<file path="config.mk">
export PLATFORM = sky130hd
export DESIGN_NAME = tick_rate_ctrl
export DESIGN_NICKNAME = d
export VERILOG_FILES = /design/src/rtl/tick_rate_ctrl.sv
export SDC_FILE = /design/constraint.sdc
export NUM_CORES = 1
export LEC_CHECK = 0
export BUFFER_PORTS_ARGS = -buffer_cell sky130_fd_sc_hd__buf_2
export CAP_MARGIN = 5
export CORE_MARGIN = 5
export CORE_UTILIZATION = 45
export DETAILED_ROUTE_END_ITERATION = 16
export PLACE_DENSITY = 0.67
export SYNTH_ARGS = -nofsm -noshare
export SYNTH_HDL_FRONTEND = slang
export SYNTH_SLANG_ARGS = --single-unit
</file>
<file path="constraint.sdc">
create_clock -name clock -period 5.2 [get_ports clock]
set_input_delay 0 -clock clock [delete_from_list [all_inputs] [get_ports clock]]
set_output_delay 0 -clock clock [all_outputs]
set_load 0.01 [all_outputs]
</file>
<file path="src/rtl/tick_rate_ctrl.sv">
// rtl/tick_rate_ctrl.sv - controlled tick source for the HEX0 display counter
module tick_rate_ctrl #(
  parameter int          CNT_W = 28,
  parameter int unsigned DIV0  = 0,
  parameter int unsigned DIV1  = 29_999_999,
  parameter int unsigned DIV2  = 49_999_999,
  parameter int unsigned DIV3  = 99_999_999,
  parameter int          TC_W  = 8
) (
  input  logic            clock,
  input  logic            reset,
  input  logic [1:0]      speed,
  input  logic            run,
  input  logic            step,
  output logic            tick,
  output logic            running,
  output logic [TC_W-1:0] tick_count
);

  typedef enum logic {
    ST_STOPPED = 1'b0,
    ST_RUNNING = 1'b1
  } state_t;

  state_t            r_state;
  logic [CNT_W-1:0]  r_cnt;
  logic [1:0]        r_speed_q;
  logic              r_tick;
  logic              r_running;
  logic [TC_W-1:0]   r_tick_count;
  logic [CNT_W-1:0]  w_div;

  // Reload value for the currently selected speed (live input, not speed_q).
  always_comb begin
    w_div = CNT_W'(DIV0);
    case (speed)
      2'b00:   w_div = CNT_W'(DIV0);
      2'b01:   w_div = CNT_W'(DIV1);
      2'b10:   w_div = CNT_W'(DIV2);
      default: w_div = CNT_W'(DIV3);
    endcase
  end

  // Run/stop FSM with down-counter; every output is registered here.
  always_ff @(posedge clock) begin
    if (reset) begin
      r_state      <= ST_STOPPED;
      r_cnt        <= '0;
      r_speed_q    <= 2'b00;
      r_tick       <= 1'b0;
      r_running    <= 1'b0;
      r_tick_count <= '0;
    end else begin
      case (r_state)
        ST_STOPPED: begin
          if (run) begin
            // Entering RUNNING: step on this edge is deliberately dropped.
            r_state   <= ST_RUNNING;
            r_running <= 1'b1;
            r_cnt     <= w_div;
            r_speed_q <= speed;
            r_tick    <= 1'b0;
          end else if (step && !r_tick) begin
            // Gate on !r_tick so a held step can never stretch the pulse.
            r_tick       <= 1'b1;
            r_tick_count <= r_tick_count + TC_W'(1);
          end else begin
            r_tick <= 1'b0;
          end
        end
        default: begin
          if (!run) begin
            r_state   <= ST_STOPPED;
            r_running <= 1'b0;
            r_tick    <= 1'b0;
            r_cnt     <= '0;
          end else if (speed != r_speed_q) begin
            // Speed change restarts the period and suppresses any due tick.
            r_cnt     <= w_div;
            r_speed_q <= speed;
            r_tick    <= 1'b0;
          end else if (r_cnt == '0) begin
            r_tick       <= 1'b1;
            r_tick_count <= r_tick_count + TC_W'(1);
            r_cnt        <= w_div;
          end else begin
            r_tick <= 1'b0;
            r_cnt  <= r_cnt - CNT_W'(1);
          end
        end
      endcase
    end
  end

  assign tick       = r_tick;
  assign running    = r_running;
  assign tick_count = r_tick_count;

endmodule

</file>
==> summary.txt <==
Timing
  • Clk_skew: 0.00615 ns
  • Tightest Pin Transition: 1.03 ns
  • RSZ-0062 raised after global routing: no
  • Total negative slack for setup checks: 0 ns
  • Max_slew headroom: around 30%
  • Final number of max-transition violations: 0
  • Final critical path time including I/O delays and setup: about 2.8 ns
  • Period Utilization, post-route: 54.3%
  • Number of failing hold endpoints at the final stage: 0
  • Setup-failing EPs final: 0
  • Highest achievable clock rate: 354 MHz

Synthesis
  • Synth Warn #: 0
  • Distinct cells, synth: 50
  • Number of flops mapped to enable cells by yosys: 0
  • Area of the mapped netlist: roughly 2500 sq um
  • Post-synthesis average cell area: 8.09 sq um
  • Cell type with the highest aggregate area in the netlist: sky130_fd_sc_hd__dfxtp_1
  • Main combinational cell family by area after synthesis: simple AND/OR/NAND/NOR gates
  • Area share of xor/xnor cells in the synthesized design: between 3 and 4%
  • Post-synthesis mux area share: between 1 and 1.5%
  • Cell types with the highest counts after synthesis: 41 x sky130_fd_sc_hd__dfxtp_1, 34 x sky130_fd_sc_hd__nor2_1, 29 x sky130_fd_sc_hd__a21oi_1
  • Top flip-flop cell by instance count after synthesis: sky130_fd_sc_hd__dfxtp_1
  • Fraction of synthesis flops using an asynchronous set or reset pin: 0%
  • Arithmetic-cell share of the synthesized area counting full adders, half adders and majority gates: 4.55%
  • Synth area leaders: sky130_fd_sc_hd__dfxtp_1 33%, sky130_fd_sc_hd__a21oi_1 5.9%, sky130_fd_sc_hd__nor2_1 5.2%
  • Seq/Total Area, Yosys: 33.2%
  • Count of state elements after synthesis: 41
  • Syn Inst Count: 306
  • Post-Synth Simple-Gate Area: 28.4%
  • Most frequent cell after synthesis: sky130_fd_sc_hd__dfxtp_1
  • Area fraction of the dominant cell type after synthesis: 33.2%
  • Synthesized net count: 321
  • Area fraction in compound gates after synthesis: 24.7%

Routing
  • Total vias in the final route: 2,361
  • Detailed Route Iter0 Violations: 226
  • Antenna-violating nets left: 0
  • Drt via density: ~6.1
  • Remaining design rule violation count: 0
  • Total Wirelength: 6400 um
  • Mean routed wirelength per cell: 16.5 um
  • Drt pass-1 iters: 5

Finish
  • Area grow syn2layout: 9.56%
  • Non-filler cells in the finished layout: 388
  • Antenna cells: 0
  • Final #Nets: 330
  • Layout cells sized above 1: 13.0%
  • Post-route cell area: about 2700 sq um

Setup path
  • Required time reported for the critical path endpoint: 5.33 ns
  • Critical path endpoint category: flop
  • Nature of the critical path startpoint: flop
  • Biggest fanout along the worst timing path: 19
  • Startpoint-to-endpoint class of the critical path: flop to flop
  • Cell at the slowest stage of the critical path: sky130_fd_sc_hd__nor3_1
  • CP cell instances: inv_1 -> ha_1 -> buf_4 -> nor3_1 -> a311oi_1
  • Delay of the slowest critical-path stage: approximately 0.85 ns
  • Critical path data arrival time: 2.95 ns

Clocking
  • Clk Latency, worst-skew pair: 0.30 ns
  • Clock tree buffer depth: 2
  • # H-tree levels: 2
  • Clock buffers created by TritonCTS: 5
  • Hold bufs inserted after CTS: 0
  • Setup repair bufs after CTS: 0
  • TritonCTS clock tree: yes
  • Root buffer cell: sky130_fd_sc_hd__clkbuf_8
  • Clk sinks: 41
  • CTS resizes: 0
  • Clock input transition at the sequential cells of the worst setup and hold paths: 0.08 ns

Pwr
  • Largest voltage drop on the vdd net: 128 uV
  • Internal power component: approximately 0.00056 W
  • Switching power share of the total: 31.0%
  • Clock share of power: 33.6%
  • Switching Power: 0.000250 W
  • Flop pwr share: between 40% and 50%
  • Power density over the cells: 297 nW/um^2
  • Leak: 1.03 nW
  • Combinational Power Share: 20.9%

Global routing
  • GR Util met1: about a quarter
  • Pin count of the biggest net entering global routing: 26
  • Global-route congestion overflow total: 0
  • Total Routing Usage GR: about 18%
  • Global-route wire length before repair: 10,300 um
  • Number of antenna violations at the first check in global routing: 0
  • Met3 Use GR: roughly 3.8%
  • GR peak layer: met2
  • Met2 routing resource usage after global routing: 28.3%
  • Number of global-route vias before repair: 2,132

Place
  • Number of port buffers: 15
  • Dpl hpwl: 4680 um
  • Final RePlAce weighted congestion: 0.896
  • DP Area: 2590 sq um
  • Placed Instances: 380

Run
  • Number of maximum-capacitance constraint violations: 0

Floorplan
  • Die footprint: 7080 sq um
  • Initial standard-cell utilization of the core: 45.5%
  • Number of standard-cell rows in the floorplan: 27
  • I/O pin count: 16
  • Floorplan die width: 84.2 um
  • Area of the core: 5440 sq um
  • Chip Height: 84.2 um

Worst hold path
  • Worst hold-check path type: input port to flop

Run status
  • Run status: finished clean
## cell type report
cell class / instances / area (sq um)
Clock inverter: 2 / 37.5
Fill cell: 541 / 2730
Multi-Input combinational cell: 239 / 1550
Inverter: 12 / 45.0
Clock buffer: 6 / 82.6
Timing Repair Buffer: 16 / 82.6
Sequential cell: 41 / 821
Tap cell: 72 / 90.1
## cell usage in the layout, fill, tap and decap left out, drive strengths merged, types with 9 or more instances in the layout
| cell type | synthesis | final |
|---|---|---|
| dfxtp | 41 | 41 |
| nor2 | 34 | 34 |
| a21oi | 29 | 29 |
| nand2 | 16 | 16 |
| buf | 3 | 16 |
| o21ai | 15 | 15 |
| a311oi | 13 | 13 |
| inv | 12 | 12 |
| nor3 | 12 | 12 |
| or3 | 12 | 12 |
| nand3 | 11 | 11 |
| nor4 | 11 | 11 |
| ha | 9 | 9 |
## worst paths after layout
check                               start           end  slack, ns  depth (start not counted)
worst max register to register    r_state     r_cnt[22]       2.38                          5
worst max-delay path              r_state     r_cnt[22]       2.38                          5
worst min-delay path             speed[1]  r_speed_q[1]       0.01                          3
worst min register to register  r_cnt[10]     r_cnt[10]       0.50                          2
## stage by stage
stage          total power [W]  worst slack [ns]  util, %  hold slack, ns
2_1_floorplan         0.000493              2.80        -           0.147
3_3_place_gp          0.000535              2.52     47.6           0.322
3_5_place_dp          0.000537              2.44     47.6           0.329
4_1_cts               0.000807              2.42     49.9          0.0154
5_1_grt               0.000843              2.15     49.9          0.0450
6_report              0.000806              2.38     49.9          0.0130
## worst max-delay path, delay by kind of cell (launching register included)
family                     cells  cell delay (ns)
and+or+nand+nor                1             0.85
DFF                            1             0.60
buffers and inverters          2             0.51
adders and majority gates      1             0.46
AOI/OAI and AO/OA              1             0.23
## power by group through the flow
stage,registers (W),logic [W],clock network [W]
finish,0.000367,0.000169,0.000271
global route,0.000371,0.000184,0.000288
CTS,0.000366,0.000166,0.000275
detailed placement,0.000373,0.000164,0
global placement,0.000373,0.000163,0
floorplan,0.000365,0.000129,0
## cell families (layout without fill, tap and decap cells)
kind of cell             Yosys count  in the layout
flip-flops                        41             41
AO/OA/AOI/OAI                     87             87
adder cells (fa/ha/maj)            9              9
buffers and inverters             26             36
XOR/XNOR                          11             11
AND/OR/NAND/NOR                  129            129
multiplexers                       3              3
## per-layer routing
layer,vias up,routed length [um]
met5,-,0
met1,1080,2930
li1,1172,-
met2,93,2890
met3,16,449
met4,0,131
## registers in the layout, indices dropped and copies added (netlist names)
register    count
tick_count      8
tick            1
r_cnt          28
r_state         1
running         1
r_speed_q       2
Note: power is estimated with default switching activity, not from simulation.
